<file path="config.mk">
export PLATFORM = sky130hd
export DESIGN_NAME = axis_packet_player
export DESIGN_NICKNAME = d
export VERILOG_FILES = /design/src/rtl/axis_packet_player.sv
export SDC_FILE = /design/constraint.sdc
export NUM_CORES = 2
export LEC_CHECK = 0
export BUFFER_PORTS_ARGS = -buffer_cell sky130_fd_sc_hd__buf_2
export CORE_MARGIN = 1
export CORE_UTILIZATION = 50
export CTS_CLUSTER_DIAMETER = 40
export DETAILED_ROUTE_END_ITERATION = 10
export GPL_TIMING_DRIVEN = 0
export PLACE_DENSITY = 0.66
export SLEW_MARGIN = 20
export SYNTH_ARGS = -nofsm -noshare
export SYNTH_HDL_FRONTEND = slang
export SYNTH_SLANG_ARGS = --single-unit
</file>
<file path="constraint.sdc">
create_clock -name aclk -period 4.04 [get_ports aclk]
set_clock_uncertainty 0.2 [all_clocks]
set_input_delay 0.202 -clock aclk [delete_from_list [all_inputs] [get_ports aclk]]
set_output_delay 0.202 -clock aclk [all_outputs]
set_load 0.02 [all_outputs]
</file>
<file path="src/rtl/axis_packet_player.sv">
// Replays a preloaded table of AXI4-Stream beats as a bounded or endless
// sequence of passes, with an optional idle gap after every packet.
module axis_packet_player #(
  parameter  int DATA_W = 32,
  parameter  int DEPTH  = 64,
  parameter  int GAP_W  = 8,
  parameter  int LOOP_W = 8,
  localparam int AW     = $clog2(DEPTH),
  localparam int KW     = DATA_W / 8
) (
  input  logic              aclk,
  input  logic              aresetn,
  input  logic              wr_en,
  input  logic [AW-1:0]     wr_addr,
  input  logic [DATA_W-1:0] wr_data,
  input  logic [KW-1:0]     wr_keep,
  input  logic              wr_last,
  input  logic              start,
  input  logic [AW:0]       cfg_len,
  input  logic [GAP_W-1:0]  cfg_gap,
  input  logic [LOOP_W-1:0] cfg_loops,
  input  logic              abort,
  output logic [DATA_W-1:0] m_axis_tdata,
  output logic [KW-1:0]     m_axis_tkeep,
  output logic              m_axis_tlast,
  output logic              m_axis_tvalid,
  input  logic              m_axis_tready,
  output logic              busy,
  output logic              done,
  output logic [15:0]       pkt_cnt
);

  localparam int          EW        = DATA_W + KW + 1;
  localparam logic [AW:0] DEPTH_LEN = (AW + 1)'(DEPTH);

  typedef enum logic [1:0] {ST_IDLE, ST_PLAY, ST_GAP} state_t;

  state_t            r_state;
  state_t            w_next;
  logic [EW-1:0]     r_mem [DEPTH];
  logic [AW-1:0]     r_idx;
  logic [AW:0]       r_len;
  logic [GAP_W-1:0]  r_gap;
  logic [GAP_W-1:0]  r_gap_cnt;
  logic [LOOP_W-1:0] r_loops;
  logic [LOOP_W-1:0] r_pass;
  logic              r_abort;
  logic              r_done;
  logic [15:0]       r_pkt_cnt;

  logic [EW-1:0]     w_entry;
  logic              w_start_ok;
  logic              w_at_end;
  logic              w_hs;
  logic              w_tlast;
  logic              w_last_hs;
  logic [LOOP_W-1:0] w_pass_inc;
  logic              w_final;
  logic              w_abort_pend;

  assign w_entry      = r_mem[r_idx];
  assign w_start_ok   = start && (cfg_len != '0) && (cfg_len <= DEPTH_LEN);
  assign w_at_end     = ({1'b0, r_idx} == (r_len - (AW + 1)'(1)));
  assign w_hs         = (r_state == ST_PLAY) && m_axis_tready;
  // Forcing tlast on the final index keeps every pass packet-aligned.
  assign w_tlast      = w_entry[EW-1] || w_at_end;
  assign w_last_hs    = w_hs && w_tlast;
  assign w_pass_inc   = r_pass + LOOP_W'(1);
  assign w_final      = w_hs && w_at_end && (r_loops != '0) && (w_pass_inc == r_loops);
  assign w_abort_pend = r_abort || abort;

  // NOTE: the beat table is storage, not state; leaving it out of reset lets it map to RAM.
  always_ff @(posedge aclk) begin
    if (wr_en && (r_state == ST_IDLE)) begin
      r_mem[wr_addr] <= {wr_last, wr_keep, wr_data};
    end
  end

  // NOTE: sequential state uses <= so every register samples pre-edge values.
  always_ff @(posedge aclk or negedge aresetn) begin
    if (!aresetn) begin
      r_state <= ST_IDLE;
    end else begin
      r_state <= w_next;
    end
  end

  // NOTE: w_next gets a default first so no path through the case infers a latch.
  always_comb begin
    w_next = r_state;
    unique case (r_state)
      ST_IDLE: if (w_start_ok) w_next = ST_PLAY;
      ST_PLAY: begin
        if (w_last_hs) begin
          if (w_final || w_abort_pend) w_next = ST_IDLE;
          else if (r_gap != '0)        w_next = ST_GAP;
        end
      end
      ST_GAP: begin
        if (w_abort_pend)                w_next = ST_IDLE;
        else if (r_gap_cnt == GAP_W'(1)) w_next = ST_PLAY;
      end
      default: w_next = ST_IDLE;
    endcase
  end

  always_comb begin
    busy          = (r_state != ST_IDLE);
    m_axis_tvalid = 1'b0;
    m_axis_tdata  = '0;
    m_axis_tkeep  = '0;
    m_axis_tlast  = 1'b0;
    if (r_state == ST_PLAY) begin
      m_axis_tvalid = 1'b1;
      m_axis_tdata  = w_entry[DATA_W-1:0];
      m_axis_tkeep  = w_entry[DATA_W +: KW];
      m_axis_tlast  = w_tlast;
    end
  end

  always_ff @(posedge aclk or negedge aresetn) begin
    if (!aresetn) begin
      r_idx     <= '0;
      r_len     <= '0;
      r_gap     <= '0;
      r_gap_cnt <= '0;
      r_loops   <= '0;
      r_pass    <= '0;
      r_abort   <= 1'b0;
      r_done    <= 1'b0;
      r_pkt_cnt <= '0;
    end else begin
      r_done <= 1'b0;
      unique case (r_state)
        ST_IDLE: begin
          if (w_start_ok) begin
            r_len     <= cfg_len;
            r_gap     <= cfg_gap;
            r_loops   <= cfg_loops;
            r_idx     <= '0;
            r_pass    <= '0;
            r_pkt_cnt <= '0;
          end
        end
        ST_PLAY: begin
          if (w_hs) begin
            r_idx     <= w_at_end ? '0 : r_idx + AW'(1);
            r_gap_cnt <= r_gap;
            if (w_at_end) r_pass <= w_pass_inc;
          end
          if (w_last_hs && (r_pkt_cnt != 16'hFFFF)) r_pkt_cnt <= r_pkt_cnt + 16'd1;
        end
        ST_GAP:  r_gap_cnt <= r_gap_cnt - GAP_W'(1);
        default: ;
      endcase
      // A single exit edge yields a single done, even when abort and final pass coincide.
      if ((r_state != ST_IDLE) && (w_next == ST_IDLE)) begin
        r_done  <= 1'b1;
        r_abort <= 1'b0;
      end else if (abort && (r_state != ST_IDLE)) begin
        r_abort <= 1'b1;
      end
    end
  end

  assign done    = r_done;
  assign pkt_cnt = r_pkt_cnt;

endmodule

</file>
======== After elaboration in Yosys (flattened, before gate mapping) ========
Memory sizes are Yosys's and may differ from the RTL's.
Cells that the tools add are included.
word-level totals
  register bits after elaboration ......... 65
  memory bits (writable) .................. 2,368
  input port bits ......................... 72
  output and inout port bits .............. 56
  word-level logic and storage cells ...... 84
  memories ................................ 1
operators by class
  $add $sub $neg .......................... 5
  order comparisons ....................... 1
  equal/unequal tests ..................... 10
  muxes and demuxes ....................... 29
  reduce and logical (&&, ||, !) cells .... 28
memory list
  memory  words  bits a word  read ports  clocked after Yosys merged registers in  wr ports  RTL line  text
  r_mem   64     37           1           0                                        1         40        logic [EW-1:0] r_mem [DEPTH];
operators by type and width
  kind                                                                   number
  16-bit two-way mux                                                     2
  32-bit two-way mux                                                     1
  8-bit two-way mux                                                      4
  16-bit one-hot mux with 2 select lines                                 1
  8-bit one-hot mux with 2 select lines                                  2
  6-bit two-way mux                                                      3
  16-bit by 1-bit adder with 16-bit output, second input constant        1
  16-bit inequality test, second input constant                          1
  8-bit nonzero test                                                     2
  2-bit two-way mux                                                      6
  6-bit one-hot mux with 2 select lines                                  1
  1-bit logical AND                                                      11
  8-bit by 1-bit adder with 8-bit output, second input constant          1
  8-bit by 1-bit equality test with 1-bit output, second input constant  1
  8-bit equality test                                                    1
  2-bit nonzero test                                                     4
  8-bit by 1-bit subtractor with 8-bit output, second input constant     1
  6-bit by 7-bit equality test with 1-bit output                         1
  7-bit less-or-equal comparator, second input constant                  1
  1-bit two-way mux                                                      7
  7-bit nonzero test                                                     1
  7-bit by 1-bit subtractor with 7-bit output, second input constant     1
  6-bit by 1-bit adder with 6-bit output, second input constant          1
  2-bit inequality test, second input constant                           3
  10 further kinds                                                       15

======== Longest topological paths before layout ========
  depth in word-level cells ............... 12
  mapped depth ............................ 12
  depth with buffers taken out ............ 9

======== Least setup slack after synthesis ========
No wires, ideal clock.
  path type ............................... reg-to-output
  start point ............................. register r_idx[0]
  end point ............................... output m_axis_tdata[0]
  data arrival time ....................... 2,903 ps
  data required time ...................... 3,638 ps
  setup slack ............................. 735 ps
  stages on the path, launching flop included .. 10
  cells stage by stage .................... dfrtp_1 > buf_2 > buf_4 > clkbuf_1 > buf_2 > buf_2 > mux4_2 > mux4_2 > a211oi_1 > a211oi_1
on the way
  longest elaborated chain between the ends .. 2
RTL lines
  element                 RTL line  text
  start, declared         41        logic [AW-1:0] r_idx;
  start signal, assigned  147       r_idx <= w_at_end ? '0 : r_idx + AW'(1);
  memory 64 x 37 bit      --
  32-bit two-way mux      113       if (r_state == ST_PLAY) begin
  end, declared           23        output logic [DATA_W-1:0] m_axis_tdata,
No other way between the ends.

======== Worst setup path in the final report ========
  start point ............................. register r_idx[0]
  end point ............................... output m_axis_tdata[26]
Same word-level chain as after synthesis.

==> metrics.csv <==
stage,metric,value,unit
floorplanning,Die H,435,µm
sta,Final Cycle Share,1.13,
sta,setup ws final,-512,ps
logic_synthesis,asr flop ratio synth,0.0267,
worst_hold_path,HP Class,in -> reg,
logic_synthesis,Yosys top cell area share,0.759,
critical_path,reg2reg setup slack,-20,ps
logic_synthesis,"EDFF count, synth",2368,
run_status,violated checks,setup timing,
floorplanning,Die X,435,µm
floorplanning,area of the core,0.186,mm²
floorplanning,standard-cell rows,158,
critical_path,CP Capture Type,primary output,
logic_synthesis,Synth Flop Type,edfxtp_1,
floorplanning,Initial Util,0.504,
sta,Final min period,4550,ps
pwr,Leakage,36.6,nW
job,max-cap violation count,0,
drt,total number of vias,48600,
worst_hold_path,Worst Hold Path EP,r_mem[61][35]$_DFFE_PP_,
global_route,pin count of the biggest net entering global routing,65,
clock_tree,CTS tree,built,
drt,Pre-Repair DR Iteration Count,6,
clock_tree,clock tree buffer depth,4,
logic_synthesis,mapped cell area,0.0937,mm²
cells_and_area,layout cells sized above 1,0.379,
cells_and_area,fin area,0.116,mm²
clock_tree,CTS Buf Count,299,
critical_path,Critical Path Start Type,flip-flop,
sta,setup tns final,-16930,ps
logic_synthesis,synth top area cells,"edfxtp_1 76%, mux4_2 18%, dfrtp_1 1.7%",
run_status,outcome,finished with violations,
critical_path,kind of critical path,reg -> out,
clock_tree,clk_lat worst skew,930,ps
clock_tree,# H-tree levels,5,
sta,Final Hold Viols,0,
cells_and_area,Layout fillers,12000,
drt,DR DRC count,0,
place,hpwl dp,165000,µm
global_route,grt ovf,0,
drt,WL/cell,36.6,µm
clock_tree,root buffer cell,clkbuf_16,
sta,setup repair after global routing missed its margin,true,
floorplanning,die area,0.189,mm²
critical_path,Reg-to-Reg End,r_state[1]$_DFF_PN0_,
drt,DR vias/cell,6.57,
critical_path,Critical Path RT,3640,ps
place,port buffer count,124,
logic_synthesis,Mapped Cells,3942,
logic_synthesis,syn_area_per_cell,23.8,µm²
pwr,power density cells,624,mW/mm²
place,Placed Instance Area,0.101,mm²
sta,Max Slew Vio Count,0,
drt,drt total wl,271000,µm
sta,Rel. slew slack,0.175,
logic_synthesis,"area leader, netlist",edfxtp_1,
cells_and_area,synth-to-layout area growth,23.5,%
drt,Post-DRT Antenna Nets,0,
global_route,vias in the first global route,48200,
logic_synthesis,synth unique cells,59,
worst_hold_path,hold wc startpoint,wr_addr[1],
cells_and_area,"commonest non-fill, non-tap cells in the layout","2,368 x edfxtp_1, 744 x mux4_2, 326 x clkbuf_16",
cells_and_area,Layout Nets,4780,
place,gpl congestion,0.850,
logic_synthesis,register area share after synthesis,0.776,
logic_synthesis,synth warn,0,
pwr,VDD IR max,0.000418,V
sta,maximum clock frequency,0.220,GHz
drt,initial detailed-routing violation count,7719,
global_route,first-pass GRT wire length,371000,µm
logic_synthesis,register bit total from synthesis,2433,
pwr,Final Total Pwr,72.3,mW
logic_synthesis,Mapped Nets,4020,
sta,pin slew with the least headroom to its limit,1240,ps
critical_path,FF-to-FF path depth,13,
global_route,antenna violations before repair,18,
critical_path,reg2reg start,r_idx[0]$_DFFE_PN0P_,
critical_path,critical path peak fanout,8,
sta,setup violators final,38,
clock_tree,CTS Sinks,2433,
worst_hold_path,hold path depth,5,
clock_tree,Worst-path clk slew,60,ps
global_route,GRT Total Usage,0.282,
critical_path,Worst EP arrival,4150,ps
floorplanning,Boundary Pins,128,
cells_and_area,"commonest non-fill, non-tap cell in the layout",edfxtp_1,
-- report_power, final --
| group | leakage, nW | total [mW] | switching [mW] | internal (mW) |
|---|---|---|---|---|
| registers | 22.1 | 28.3 | 0.249 | 28.0 |
| clock network | 4.56 | 25.7 | 10.5 | 15.2 |
| logic | 9.92 | 18.3 | 9.21 | 9.12 |
-- kinds of logic after synthesis --
kind of cell | Yosys count | synth area share
adder cells (fa/ha/maj) | 6 | 0.000801
buffers and inverters | 224 | 0.0103
AND/OR/NAND/NOR | 338 | 0.0173
AO/OA/AOI/OAI | 128 | 0.00963
multiplexers | 790 | 0.184
flip-flops | 2433 | 0.776
XOR/XNOR | 23 | 0.00215
-- flip-flops by register name (all words and copies together) (netlist names) --
name and count:
r_pass 8, r_abort 1, r_loops 8, r_gap_cnt 8, pkt_cnt 16, done 1, r_mem 2368, r_idx 6
r_state 2, r_len 7, r_gap 8
-- timing repair --
item	in CTS	in global routing
setup endpoints to repair	186	54
buffers inserted	24	37
endpoints found under the hold margin	2488	14
gates cloned	10	10
hold buffers	115	3
pin swaps	19	21
resized for setup	641	100
-- worst max path at each step --
stage	from	endpoint	slack (ps)	depth (start not counted)
5_1_grt	r_idx[0]$_DFFE_PN0P_	m_axis_tdata[19]	-520	10
2_1_floorplan	r_idx[0]$_DFFE_PN0P_	m_axis_tdata[0]	740	9
3_3_place_gp	r_state[1]$_DFF_PN0_	r_mem[21][17]$_DFFE_PP_	-2780	5
3_5_place_dp	r_idx[4]$_DFFE_PN0P_	m_axis_tdata[20]	-1880	8
6_report	r_idx[0]$_DFFE_PN0P_	m_axis_tdata[26]	-510	9
4_1_cts	r_idx[0]$_DFFE_PN0P_	m_axis_tdata[26]	-480	9
-- Yosys cell counts, types with 6 or more instances --
cell type,n
nand3_1,26
nor4_1,8
buf_2,78
and2_1,26
nor2b_1,20
nor3_1,7
dfrtp_1,65
nor2_1,89
buf_1,16
inv_1,13
clkbuf_1,110
edfxtp_1,2368
or4_1,13
xnor2_1,17
nand2_1,110
o21ai_0,21
a21oi_1,15
xor2_1,6
nand4_1,6
mux4_2,744
o31ai_1,9
or3_1,8
mux2i_1,43
ha_1,6
o211ai_1,7
a211oi_1,44
-- per-layer routing --
metal  routed length [µm]  share of wire  global-route usage
met5                   10       0.000037                   0
met4                12700          0.047               0.124
met3                29200           0.11              0.0660
met2               128000           0.47               0.433
met1               101000           0.37               0.391
-- through the flow --
stage	util	hold slack [ps]	instances	worst slack (ps)
3_3_place_gp	0.524	203	6546	-2780
2_1_floorplan	-	-294	3942	735
3_5_place_dp	0.545	-146	6686	-1880
5_1_grt	0.623	168	7393	-525
6_report	0.623	165	7397	-512
4_1_cts	0.617	107	7339	-477
-- layout make-up --
cell class / count / area [µm²] / area share
inverters: 15 / 56.3 / 0.000486
flip-flops and latches: 2433 / 72700 / 0.628
multi-input cells: 1285 / 21200 / 0.183
plain buffers: 206 / 2820 / 0.0243
well taps: 2480 / 3100 / 0.0268
repair buffers: 462 / 6510 / 0.0562
diodes: 10 / 25.0 / 0.000216
clock inverters: 163 / 1530 / 0.0132
clock buffers: 343 / 7840 / 0.0677
-- worst max-delay path, stage by stage (launching register included) --
cell,delay [ps]
dfrtp_1,380
buf_6,150
buf_12,180
clkbuf_16,230
buf_16,210
mux4_2,540
mux4_2,620
mux4_2,530
and2_4,170
buf_6,120
Power figures use the tool's default switching activity.
